===== config.mk =====
export PLATFORM = sky130hd
export DESIGN_NAME = inst_fetch_flat
export DESIGN_NICKNAME = d
export VERILOG_FILES = /design/src/rtl/inst_fetch_if.sv /design/src/rtl/inst_fetch.sv /design/src/flat_wrapper.sv
export SDC_FILE = /design/constraint.sdc
export NUM_CORES = 1
export LEC_CHECK = 0
export BUFFER_PORTS_ARGS = -buffer_cell sky130_fd_sc_hd__buf_4
export CELL_PAD_IN_SITES_DETAIL_PLACEMENT = 1
export CELL_PAD_IN_SITES_GLOBAL_PLACEMENT = 2
export CORE_MARGIN = 2
export CORE_UTILIZATION = 29
export DETAILED_ROUTE_END_ITERATION = 7
export PLACE_DENSITY_LB_ADDON = 0.1
export SKIP_CTS_REPAIR_TIMING = 1
export SLEW_MARGIN = 10
export SYNTH_ARGS = -nofsm -noshare
export SYNTH_HDL_FRONTEND = slang
export SYNTH_SLANG_ARGS = --single-unit

===== constraint.sdc =====
create_clock -name i_clk -period 2.4 [get_ports i_clk]
set_input_delay 0.24 -clock i_clk [delete_from_list [all_inputs] [get_ports i_clk]]
set_output_delay 0.24 -clock i_clk [all_outputs]
set_load 0.05 [all_outputs]

===== src/rtl/inst_fetch_if.sv =====
// Fetch-stage signal bundle: PC-stage inputs, instruction-memory bus and IF/ID outputs.
// The fetch unit takes the master view; the surrounding pipeline/memory takes the slave view.
interface inst_fetch_if #(
    parameter int BIT_W = 32
);
    logic [BIT_W-1:0] i_PC;
    logic [BIT_W-1:0] i_PCPlus4;
    logic             i_flush;
    logic             i_ID_stall;
    logic             o_PC_stall;

    logic             o_IMEM_cen;
    logic [BIT_W-1:0] o_IMEM_addr;
    logic             i_IMEM_stall;
    logic [BIT_W-1:0] i_IMEM_rdata;

    logic             o_ID_valid;
    logic [BIT_W-1:0] o_ID_inst;
    logic [BIT_W-1:0] o_ID_PC;
    logic [BIT_W-1:0] o_ID_PCPlus4;

    modport master (
        input  i_PC, i_PCPlus4, i_flush, i_ID_stall, i_IMEM_stall, i_IMEM_rdata,
        output o_PC_stall, o_IMEM_cen, o_IMEM_addr,
        output o_ID_valid, o_ID_inst, o_ID_PC, o_ID_PCPlus4
    );

    modport slave (
        output i_PC, i_PCPlus4, i_flush, i_ID_stall, i_IMEM_stall, i_IMEM_rdata,
        input  o_PC_stall, o_IMEM_cen, o_IMEM_addr,
        input  o_ID_valid, o_ID_inst, o_ID_PC, o_ID_PCPlus4
    );
endinterface


===== src/rtl/inst_fetch.sv =====
// Instruction fetch stage: one outstanding IMEM request, a one-word skid buffer for
// decode back-pressure, flush handling with drain of an in-flight request, IF/ID register.
module inst_fetch #(
    parameter int BIT_W = 32
) (
    input logic         i_clk,
    input logic         i_rst_n,
    inst_fetch_if.master bus
);
    localparam logic [BIT_W-1:0] NOP = BIT_W'(32'h0000_0013);

    typedef enum logic [1:0] {
        S_FETCH,
        S_WAIT,
        S_HOLD,
        S_DRAIN
    } state_t;

    state_t           state;
    logic [BIT_W-1:0] req_pc;
    logic [BIT_W-1:0] req_pc4;
    logic [BIT_W-1:0] hold_buf;
    logic             id_valid;
    logic [BIT_W-1:0] id_inst;
    logic [BIT_W-1:0] id_pc;
    logic [BIT_W-1:0] id_pc4;
    logic             xfer;

    // A word moves into IF/ID only when decode accepts it and no redirect is pending.
    always_comb begin
        xfer = 1'b0;
        if (!bus.i_flush && !bus.i_ID_stall) begin
            case (state)
                S_WAIT:  xfer = !bus.i_IMEM_stall;
                S_HOLD:  xfer = 1'b1;
                default: xfer = 1'b0;
            endcase
        end
    end

    assign bus.o_IMEM_cen   = i_rst_n && (state == S_FETCH) && !bus.i_flush;
    assign bus.o_IMEM_addr  = bus.i_PC;
    assign bus.o_PC_stall   = !i_rst_n || !(bus.i_flush || xfer);

    assign bus.o_ID_valid   = id_valid;
    assign bus.o_ID_inst    = id_inst;
    assign bus.o_ID_PC      = id_pc;
    assign bus.o_ID_PCPlus4 = id_pc4;

    always_ff @(posedge i_clk) begin
        if (!i_rst_n) begin
            state    <= S_FETCH;
            req_pc   <= '0;
            req_pc4  <= '0;
            hold_buf <= '0;
            id_valid <= 1'b0;
            id_inst  <= NOP;
            id_pc    <= '0;
            id_pc4   <= '0;
        end else begin
            case (state)
                S_FETCH: begin
                    if (!bus.i_flush) begin
                        req_pc  <= bus.i_PC;
                        req_pc4 <= bus.i_PCPlus4;
                        state   <= S_WAIT;
                    end
                end
                S_WAIT: begin
                    // A flushed request still in flight must be drained before re-issuing.
                    if (bus.i_flush) begin
                        state <= bus.i_IMEM_stall ? S_DRAIN : S_FETCH;
                    end else if (!bus.i_IMEM_stall) begin
                        if (bus.i_ID_stall) begin
                            hold_buf <= bus.i_IMEM_rdata;
                            state    <= S_HOLD;
                        end else begin
                            state <= S_FETCH;
                        end
                    end
                end
                S_HOLD: begin
                    if (bus.i_flush || !bus.i_ID_stall) begin
                        state <= S_FETCH;
                    end
                end
                S_DRAIN: begin
                    if (!bus.i_IMEM_stall) begin
                        state <= S_FETCH;
                    end
                end
                default: state <= S_FETCH;
            endcase

            if (bus.i_flush) begin
                id_valid <= 1'b0;
            end else if (xfer) begin
                id_valid <= 1'b1;
                id_inst  <= (state == S_HOLD) ? hold_buf : bus.i_IMEM_rdata;
                id_pc    <= req_pc;
                id_pc4   <= req_pc4;
            end else if (!bus.i_ID_stall) begin
                id_valid <= 1'b0;
            end
        end
    end
endmodule


===== src/flat_wrapper.sv =====
// flat-port wrapper written by rule: the top's interface ports become plain ports
module inst_fetch_flat 
#(
    parameter int BIT_W = 32
)
  (i_clk, i_rst_n, bus_i_PC, bus_i_PCPlus4, bus_i_flush, bus_i_ID_stall, bus_i_IMEM_stall, bus_i_IMEM_rdata, bus_o_PC_stall, bus_o_IMEM_cen, bus_o_IMEM_addr, bus_o_ID_valid, bus_o_ID_inst, bus_o_ID_PC, bus_o_ID_PCPlus4);
  inst_fetch_if #(.BIT_W(BIT_W)) bus_i ();
  input logic i_clk;
  input logic i_rst_n;
  input wire logic [$bits(bus_i.i_PC)-1:0] bus_i_PC;
  input wire logic [$bits(bus_i.i_PCPlus4)-1:0] bus_i_PCPlus4;
  input wire logic [$bits(bus_i.i_flush)-1:0] bus_i_flush;
  input wire logic [$bits(bus_i.i_ID_stall)-1:0] bus_i_ID_stall;
  input wire logic [$bits(bus_i.i_IMEM_stall)-1:0] bus_i_IMEM_stall;
  input wire logic [$bits(bus_i.i_IMEM_rdata)-1:0] bus_i_IMEM_rdata;
  output wire logic [$bits(bus_i.o_PC_stall)-1:0] bus_o_PC_stall;
  output wire logic [$bits(bus_i.o_IMEM_cen)-1:0] bus_o_IMEM_cen;
  output wire logic [$bits(bus_i.o_IMEM_addr)-1:0] bus_o_IMEM_addr;
  output wire logic [$bits(bus_i.o_ID_valid)-1:0] bus_o_ID_valid;
  output wire logic [$bits(bus_i.o_ID_inst)-1:0] bus_o_ID_inst;
  output wire logic [$bits(bus_i.o_ID_PC)-1:0] bus_o_ID_PC;
  output wire logic [$bits(bus_i.o_ID_PCPlus4)-1:0] bus_o_ID_PCPlus4;
  assign bus_i.i_PC = bus_i_PC;
  assign bus_i.i_PCPlus4 = bus_i_PCPlus4;
  assign bus_i.i_flush = bus_i_flush;
  assign bus_i.i_ID_stall = bus_i_ID_stall;
  assign bus_i.i_IMEM_stall = bus_i_IMEM_stall;
  assign bus_i.i_IMEM_rdata = bus_i_IMEM_rdata;
  assign bus_o_PC_stall = bus_i.o_PC_stall;
  assign bus_o_IMEM_cen = bus_i.o_IMEM_cen;
  assign bus_o_IMEM_addr = bus_i.o_IMEM_addr;
  assign bus_o_ID_valid = bus_i.o_ID_valid;
  assign bus_o_ID_inst = bus_i.o_ID_inst;
  assign bus_o_ID_PC = bus_i.o_ID_PC;
  assign bus_o_ID_PCPlus4 = bus_i.o_ID_PCPlus4;
  inst_fetch #(.BIT_W(BIT_W)) u_core (.i_clk(i_clk), .i_rst_n(i_rst_n), .bus(bus_i));
endmodule

==> results.yml, run 1 <==
outcome:
  status: "complete, no violations"
power:
  p_sw_mw: 2.08
  vdd_ir_drop_max_uv: 385
  swShare_pct: 28.7
  p_leak_nw: 4.15
  comb_power_share_pct: 13.9
  internal_power_mw: 5.17
  pwr-share-seq_pct: 47.4
  power.density_nw_per_um2: 722
  p_clk_share_pct: 38.6
run:
  max_cap_violations: 0
placed_design:
  place_congestion: 0.722
  io_buffers: 231
  dpl.hpwl_um: 14600
drt:
  remaining_drc_errors: 0
  vias_per_cell: 4.54
  drtAntennaViolNets: 0
  vias: 6424
  wirelength_um: 22400
  firstDrtPassIters: 4
  wl_per_cell_um: 15.8
  drtIter0Drc: 274
finish:
  fillers: 3101
  area_growth_pct: 31.4
  regArea_um2: 3900
  drive_gt1_share_pct: 26.9
  num_antenna_cells: 0
  nNetsFinal: 1175
  multiInputGateArea_um2: 3200
clock_network:
  insertion_delay_ns: 0.43
  cts_buffer_depth: 2
  cts.clk_slew.worst_paths_ns: 0.08
  cts_htree_levels: 4
  clockRootBuffer: "clkbuf_16"
  cts.sinks: 195
  cts_buffers: 17
  cts_tree: "yes"
critical_path:
  path_max_fanout: 5
  cp-start-kind: "register"
  slowest_stage: "dfxtp_1"
  rrSetupSlack_ns: 0.48
  worstSetupPathType: "reg2out"
  arrival_ns: 1.94
  cp.required_ns: 2.16
  cpLargestDelayFamily: "flip-flops"
  max_stage_delay_ns: 0.40
  path_cells: "inv_1 > ha_1 > nor2b_1 > o211a_4 > o21ai_1 > buf_4"
  r2r_cells: 7
  reg2reg_to: "u_core.bus.o_ID_PCPlus4[13]$_SDFFE_PN0P_"
  endpoint_kind: "output port"
  path_buf_inv: 2
  r2r-start: "u_core.state[1]$_SDFFE_PN0P_"
grt:
  grt_max_degree: 72
  grt_usage_pct: 16.1
  first_global_vias: 6483
  antenna_found_initial: 0
  grt-ovfl-total: 0
  grt_pass1_wl_um: 35700
timing:
  post-route-min-period_ns: 2.18
  fin_crit_sh_pct: 90.9
  clock.fmax_ghz: 0.459
  rsz0062_at_grt: "no"
  tightestPinTransition_ns: 0.500
  setup-violations-final: 0
  timing.hold.ws_ns: 0.0477
  finalClockSkew_ns: 0.0104
  finalMaxSlewViolations: 0
  slew_headroom_pct: 66.6
  finalHoldViolations: 0
  tns_ns: 0
min_path:
  hp-start: "bus_i_PCPlus4[9]"
  holdPathEnd: "u_core.req_pc4[9]$_SDFFE_PN0P_"
  hold_depth: 3
  min_path_type: "in2reg"
logic_synthesis:
  syn_avg_cell_area_um2: 8.45
  syn-num-nets: 1011
  synth-seq-area-share_pct: 51.1
  synth.distinct_cells: 29
  synth_area_um2: 7640
  synthCells: 904
  ys_seq_elements: 195
  yosysWarnings: 0
floorplanning:
  die_h_um: 166
  core_area_um2: 26000
  die_x_um: 166
  row_count: 59
  io_pins: 232
  initial_core_util_pct: 29.4
  die_area_um2: 27700
==> tightest hold or removal path, cell delays in order <==
cell,delay [ns]
buf_4,0.11
nand2_1,0.05
a21oi_1,0.05
==> synthesized netlist by cell type (all sizes together) <==
library cell	n	area share [%]
nand2	345	17
dfxtp	195	51
a21oi	100	6.6
a21boi	63	6.2
buf	63	5.5
clkbuf	36	1.8
mux2i	33	4.3
o211a	21	2.8
nor2	11	0.54
a211oi	9	1.5
ha	6	0.98
o211ai	5	0.56
nor2b	4	0.33
inv	3	0.15
o21ai	2	0.13
a22oi	1	0.098
a311oi	1	0.11
and2	1	0.082
and3b	1	0.11
nand2b	1	0.082
nand3b	1	0.098
nor3	1	0.065
nor3b	1	0.098
==> per-stage QoR <==
stage	setup slack, ns	power (mW)	instance area, µm²	std cells	utilization, %
after floorplan	0.0480	4.16	7640	904	-
after global placement	0.507	4.54	9470	1384	36.4
after detailed placement	0.488	4.55	9470	1384	36.4
after CTS	0.118	7.38	10000	1415	38.6
after global routing	0.0260	7.61	10000	1415	38.6
final	0.219	7.24	10000	1415	38.6
==> worst max-delay path by stage <==
| stage | from | to | slack (ns) | depth (start not counted) |
|---|---|---|---|---|
| 2_1_floorplan | u_core.state[1]$_SDFFE_PN0P_ | bus_o_PC_stall | 0.05 | 8 |
| 3_3_place_gp | u_core.state[0]$_SDFFE_PN0P_ | u_core.bus.o_ID_inst[3]$_SDFFE_PN0P_ | 0.51 | 6 |
| 3_5_place_dp | u_core.state[1]$_SDFFE_PN0P_ | u_core.bus.o_ID_inst[6]$_SDFFE_PN0P_ | 0.49 | 7 |
| 4_1_cts | u_core.state[0]$_SDFFE_PN0P_ | bus_o_IMEM_cen | 0.12 | 5 |
| 5_1_grt | u_core.state[1]$_SDFFE_PN0P_ | bus_o_PC_stall | 0.03 | 6 |
| 6_report | u_core.state[1]$_SDFFE_PN0P_ | bus_o_PC_stall | 0.22 | 6 |
==> logic make-up after synthesis <==
group,share of synthesized area (%)
flops,51.1
fa+ha+maj,0.983
simple gates,18.4
compound gates,17.9
buf+inv,7.37
mux,4.32
==> flip-flops by register name (all words and copies together) (netlist names) <==
name,flops
u_core.hold_buf,32
u_core.bus.o_ID_PCPlus4,32
u_core.req_pc4,32
u_core.bus.o_ID_PC,32
u_core.bus.o_ID_valid,1
u_core.bus.o_ID_inst,32
u_core.state,2
u_core.req_pc,32
==> per-layer routing <==
metal | routed length, µm | vias to the layer above | share of wire, % | GRT usage (%)
li1 | - | 3248 | - | -
met4 | 344 | 0 | 1.5 | 4.72
met5 | 0 | - | 0 | 0
met3 | 1300 | 17 | 5.8 | 4.58
met2 | 10400 | 141 | 46 | 26.7
met1 | 10400 | 3018 | 46 | 20.5
==> area by class of cell <==
type / instances / area share, %
flip-flops and latches: 195 / 38.9
multi-input cells: 607 / 31.9
repair buffers: 244 / 19.2
clock inverters: 12 / 1.12
inverters: 3 / 0.137
well taps: 335 / 4.18
clock buffers: 19 / 4.51
==> cells in the final DEF (no fill, tap or decap), drive strengths merged <==
| cell type | count |
|---|---|
| nand2 | 345 |
| buf | 244 |
| dfxtp | 195 |
| a21oi | 100 |
| a21boi | 63 |
| mux2i | 33 |
| o211a | 21 |
| clkbuf | 19 |
| nor2 | 11 |
| inv | 10 |
| a211oi | 9 |
| ha | 6 |
| o211ai | 5 |
| nor2b | 4 |
| clkinv | 3 |
| clkinvlp | 2 |
| o21ai | 2 |
| nand2b | 1 |
| and3b | 1 |
| nand3b | 1 |
| a22oi | 1 |
| and2 | 1 |
| nor3 | 1 |
| a311oi | 1 |
| nor3b | 1 |
==> power by group through the flow <==
stage          sequential [mW]  combinational [mW]  clock (mW)
2_1_floorplan             3.57               0.588           0
3_3_place_gp              3.51                1.03           0
3_5_place_dp              3.51                1.03           0
4_1_cts                   3.44                1.04        2.90
5_1_grt                   3.46                1.11        3.05
6_report                  3.44                1.01        2.80
Note: power is estimated with default switching activity, not from simulation.
==> run 2: changes to the inputs <==
- ABC_AREA: not set -> 1
- CORE_UTILIZATION: 29 -> 28
==> results.yml, run 2 <==
timing:
  fin_crit_sh_pct: 93.4
  finalMaxSlewViolations: 0
  setup-violations-final: 0
  finalHoldViolations: 0
  finalClockSkew_ns: 0.0189
  clock.fmax_ghz: 0.446
  rsz0062_at_grt: "no"
  setup_ws_ns: 0.157
  tightestPinTransition_ns: 0.771
  post-route-min-period_ns: 2.24
  slew_headroom_pct: 48.6
drt:
  vias: 6862
  wl_met3_um: 1310
  maxUsedRoutingLayer: "met5"
  drtIter0Drc: 336
  wl_per_cell_um: 15.0
  firstDrtPassIters: 4
  drtAntennaViolNets: 0
  remaining_drc_errors: 0
  wl_met1_um: 10900
  dr_wl_met2_um: 10600
  vias_per_cell: 4.46
  wirelength_um: 23100
floorplanning:
  initial_core_util_pct: 28.3
  io_pins: 232
  die_x_um: 168
  die_area_um2: 28200
  row_count: 60
  die_h_um: 168
  core_area_um2: 26700
critical_path:
  max_stage_delay_ns: 0.37
  cp-start-kind: "register"
  cpLargestDelayFamily: "simple AND/OR/NAND/NOR gates"
  cp-startpoint: "u_core.state[0]$_SDFFE_PN0P_"
  slowest_stage: "dfxtp_2"
  path_buf_inv: 3
  rrSetupSlack_ns: 0.52
  path_cells: "inv_1 > ha_1 > nor3b_4 > nand2_8 > inv_4 > o21ai_1 > buf_4"
  r2r_cells: 8
  r2r-start: "u_core.state[0]$_SDFFE_PN0P_"
  reg2reg_to: "u_core.bus.o_ID_PCPlus4[17]$_SDFFE_PN0P_"
  cp.required_ns: 2.16
  worstSetupPathType: "reg2out"
  arrival_ns: 2.00
  endpoint_kind: "output port"
  path_max_fanout: 11
placed_design:
  place_congestion: 0.702
  place_area_um2: 9250
  dpl.hpwl_um: 14600
  dp_slack_ns: 0.396
  io_buffers: 231
logic_synthesis:
  async_reset_ff_share_pct: 0
  synth-simple-area-share_pct: 26.1
  netlist_top_cells_count: "nor2_1, dfxtp_1, o21ai_0"
  synth-seq-area-share_pct: 51.8
  yosysTopAreaCell: "dfxtp_1"
  synthAdderAreaFrac_pct: 0.997
  synth_top_family_by_area: "simple AND/OR/NAND/NOR gates"
  synth_top_area_share_pct: 51.8
  yosysMostFrequentCell: "nor2_1"
  ys_seq_elements: 195
  syn-num-nets: 1125
  synth_area_um2: 7530
  synthCells: 1018
  synth-edff-count: 0
  synth.distinct_cells: 18
  synth_compound_area_share_pct: 12.8
  synth_ff_type: "dfxtp_1"
  synth_top_cells_by_area: "dfxtp_1, nor2_1, o21ai_0"
  synth_xor_area_share_pct: 0
  yosysWarnings: 0
  syn_avg_cell_area_um2: 7.40
  synthMuxAreaShare_pct: 0
grt:
  first_global_vias: 6742
  grt-ovfl-total: 0
  grt_max_degree: 134
  grt_usage_pct: 16.2
  antenna_found_initial: 2
  grt_pass1_wl_um: 36000
power:
  p_leak_nw: 4.35
  power.density_nw_per_um2: 989
  vdd_ir_drop_max_uv: 473
finish:
  layout_commonest_cell: "nor2_1"
  nNetsFinal: 1289
  fillers: 3309
  final_cell_mix: "nor2_1, buf_4, dfxtp_1, o21ai_0, nand2_1"
  area_growth_pct: 31.4
  drive_gt1_share_pct: 23.8
  design_area_um2: 9900
min_path:
  min_path_type: "in2reg"
  hold_depth: 3
  hp-start: "bus_i_PCPlus4[22]"
  holdPathEnd: "u_core.req_pc4[22]$_SDFFE_PN0P_"
outcome:
  status: "complete, no violations"
clock_network:
  insertion_delay_ns: 0.44
  cts_buffer_depth: 2
  cts.sinks: 195
  clockRootBuffer: "clkbuf_16"
  cts_buffers: 17
  cts_tree: "yes"
  cts_htree_levels: 4
  cts.clk_slew.worst_paths_ns: 0.09
run:
  max_cap_violations: 0
[run 2: tightest hold or removal path, delay by kind of cell]
kind,cells,cell delay (ns)
compound gates,1,0.07
buf+inv,1,0.07
simple gates,1,0.08
[run 2: layout make-up]
class	count	area [µm²]	share of cell area, %
Sequential cell	195	3910	39.5
Inverter	9	36.3	0.367
Multi-Input combinational cell	714	3040	30.7
Timing Repair Buffer	245	1890	19.1
Tap cell	341	427	4.31
Clock inverter	14	169	1.71
Clock buffer	18	429	4.34
Antenna cell	1	2.50	0.0253
[run 2: routing by layer]
layer	vias up	global-route usage (%)
li1	3507	-
met5	-	0
met4	2	4.61
met2	157	26.8
met1	3175	20.9
met3	21	4.23
[run 2: how the worst max path moves through the flow]
stage                                                          end  cells after the start
final                                               bus_o_PC_stall                      7
after global routing                                bus_o_PC_stall                      7
after CTS                                           bus_o_PC_stall                      7
after detailed placement  u_core.bus.o_ID_PCPlus4[17]$_SDFFE_PN0P_                      8
after global placement         u_core.bus.o_ID_PC[14]$_SDFFE_PN0P_                      8
after floorplan                                     bus_o_PC_stall                      8
[run 2: report_power, final]
group | internal, mW | switching, mW | total [mW]
sequential | 3.76 | 0.254 | 4.01
combinational | 0.935 | 1.99 | 2.92
clock | 1.40 | 1.45 | 2.85
[run 2: cell families after synthesis]
logic type               Yosys count
flip-flops                       195
AO/OA/AOI/OAI                    192
buffers and inverters            110
AND/OR/NAND/NOR                  515
adder cells (fa/ha/maj)            6
[run 2: stage by stage]
step | hold WS (ns) | cells | utilization (%) | setup TNS (ns) | total power, mW
floorplan | 0.384 | 1018 | - | 0 | 6.10
global placement | 0.456 | 1502 | 34.7 | 0 | 6.97
detailed placement | 0.466 | 1502 | 34.7 | 0 | 7.03
CTS | 0.0275 | 1534 | 37.0 | -0.0131 | 9.94
global route | 0.0409 | 1536 | 37.1 | 0 | 10.5
finish | 0.0472 | 1537 | 37.1 | 0 | 9.79
==> run 3: changes to the inputs <==
- HOLD_SLACK_MARGIN: not set -> 0.12
==> results.yml, run 3 (synthesis results as in run 2) <==
outcome:
  status: "complete, no violations"
finish:
  final_cell_mix: "nor2_1, buf_4, dfxtp_1, o21ai_0, nand2_1"
  fillers: 3283
  layout_commonest_cell: "nor2_1"
  nNetsFinal: 1373
  instances_no_fill: 1621
  drive_gt1_share_pct: 22.3
  area_growth_pct: 42.6
floorplanning:
  die_h_um: 168
  core_area_um2: 26700
  die_x_um: 168
  row_count: 60
  initial_core_util_pct: 28.3
  die_area_um2: 28200
  io_pins: 232
clock_network:
  cts_buffers: 17
  cts_tree: "yes"
  cts_htree_levels: 4
  cts.clk_slew.worst_paths_ns: 0.07
  insertion_delay_ns: 0.44
  clockRootBuffer: "clkbuf_16"
  cts.sinks: 195
  cts_buffer_depth: 2
timing:
  finalMaxSlewViolations: 0
  post-route-min-period_ns: 2.24
  rsz0062_at_grt: "no"
  tightestPinTransition_ns: 0.774
  timing.hold.ws_ns: 0.0841
  slew_headroom_pct: 48.4
  fin_crit_sh_pct: 93.2
  clock.fmax_ghz: 0.447
  setup-violations-final: 0
  finalHoldViolations: 0
  finalClockSkew_ns: 0.0202
grt:
  grt_max_degree: 134
  antenna_found_initial: 1
  grt_pass1_wl_um: 36000
  grt_usage_pct: 16.2
  first_global_vias: 6742
  grt-ovfl-total: 0
power:
  power.density_nw_per_um2: 923
  p_clk_share_pct: 28.8
  swShare_pct: 37.6
  p_leak_nw: 4.70
  comb_power_share_pct: 30.7
  p_sw_mw: 3.72
  pwr-share-seq_pct: 40.5
  internal_power_mw: 6.19
  p_total_mw: 9.91
  vdd_ir_drop_max_uv: 476
drt:
  wirelength_um: 23700
  firstDrtPassIters: 4
  vias_per_cell: 4.43
  vias: 7184
  wl_per_cell_um: 14.6
  remaining_drc_errors: 0
  drtAntennaViolNets: 0
  drtIter0Drc: 313
min_path:
  min_path_type: "in2reg"
critical_path:
  worstSetupPathType: "reg2out"
  path_cells: "inv_1 > ha_1 > nor3b_4 > nand2_8 > inv_4 > o21ai_1 > buf_4"
  slowest_stage: "dfxtp_2"
  max_stage_delay_ns: 0.37
  arrival_ns: 2.00
  path_max_fanout: 11
  endpoint_kind: "output port"
  cp.required_ns: 2.16
  cp-start-kind: "register"
run:
  max_cap_violations: 0
placed_design:
  dpl.hpwl_um: 14600
  io_buffers: 231
  place_congestion: 0.702
  dp.cells: 1502
[run 3: worst paths after layout]
kind,start,cells past startpoint,endpoint,slack (ns)
worst max-delay path,u_core.state[0]$_SDFFE_PN0P_,7,bus_o_PC_stall,0.16
worst min-delay path,bus_i_IMEM_rdata[14],3,u_core.hold_buf[14]$_SDFFE_PN0P_,0.08
worst max register to register,u_core.state[0]$_SDFFE_PN0P_,8,u_core.bus.o_ID_PCPlus4[17]$_SDFFE_PN0P_,0.52
worst min register to register,u_core.req_pc[13]$_SDFFE_PN0P_,2,u_core.req_pc[13]$_SDFFE_PN0P_,0.48
[run 3: per-stage QoR]
step	utilization [%]	worst slack, ns	TNS [ns]	cell area (µm²)
final	40.3	0.162	0	10700
after global routing	40.3	0.0244	0	10700
after CTS	37.0	-0.0131	-0.0131	9850
after detailed placement	34.7	0.396	0	9250
after global placement	34.7	0.465	0	9250
after floorplan	-	0.162	0	7530
[run 3: routing by layer]
| layer | share of wire, % | GRT usage, % |
|---|---|---|
| met4 | 0.85 | 4.61 |
| met1 | 48 | 20.9 |
| met5 | 0 | 0 |
| met2 | 47 | 26.8 |
| met3 | 4.9 | 4.23 |
[run 3: layout make-up]
cell class	instances	area [µm²]	share of cell area [%]
antenna	1	2.50	0.0233
clock buffer	18	429	4.00
clock inverter	14	169	1.57
inverter	9	36.3	0.338
multi-input combinational	714	3040	28.3
sequential	195	3910	36.4
tap	341	427	3.97
timing repair buffer	329	2730	25.4
[run 3: power groups by stage]
stage          registers (mW)  logic (mW)  clock network (mW)
2_1_floorplan            4.58        1.52                   0
3_3_place_gp             4.07        2.90                   0
3_5_place_dp             4.09        2.94                   0
4_1_cts                  4.02        2.94                2.98
5_1_grt                  4.08        3.41                3.11
6_report                 4.01        3.04                2.86
[run 3: worst max-delay path, delay by kind of cell (launching register included)]
family / cells / cell delay [ns]
AOI/OAI and AO/OA: 1 / 0.08
adders and majority gates: 1 / 0.28
buffers and inverters: 3 / 0.40
DFF: 1 / 0.37
and+or+nand+nor: 2 / 0.44
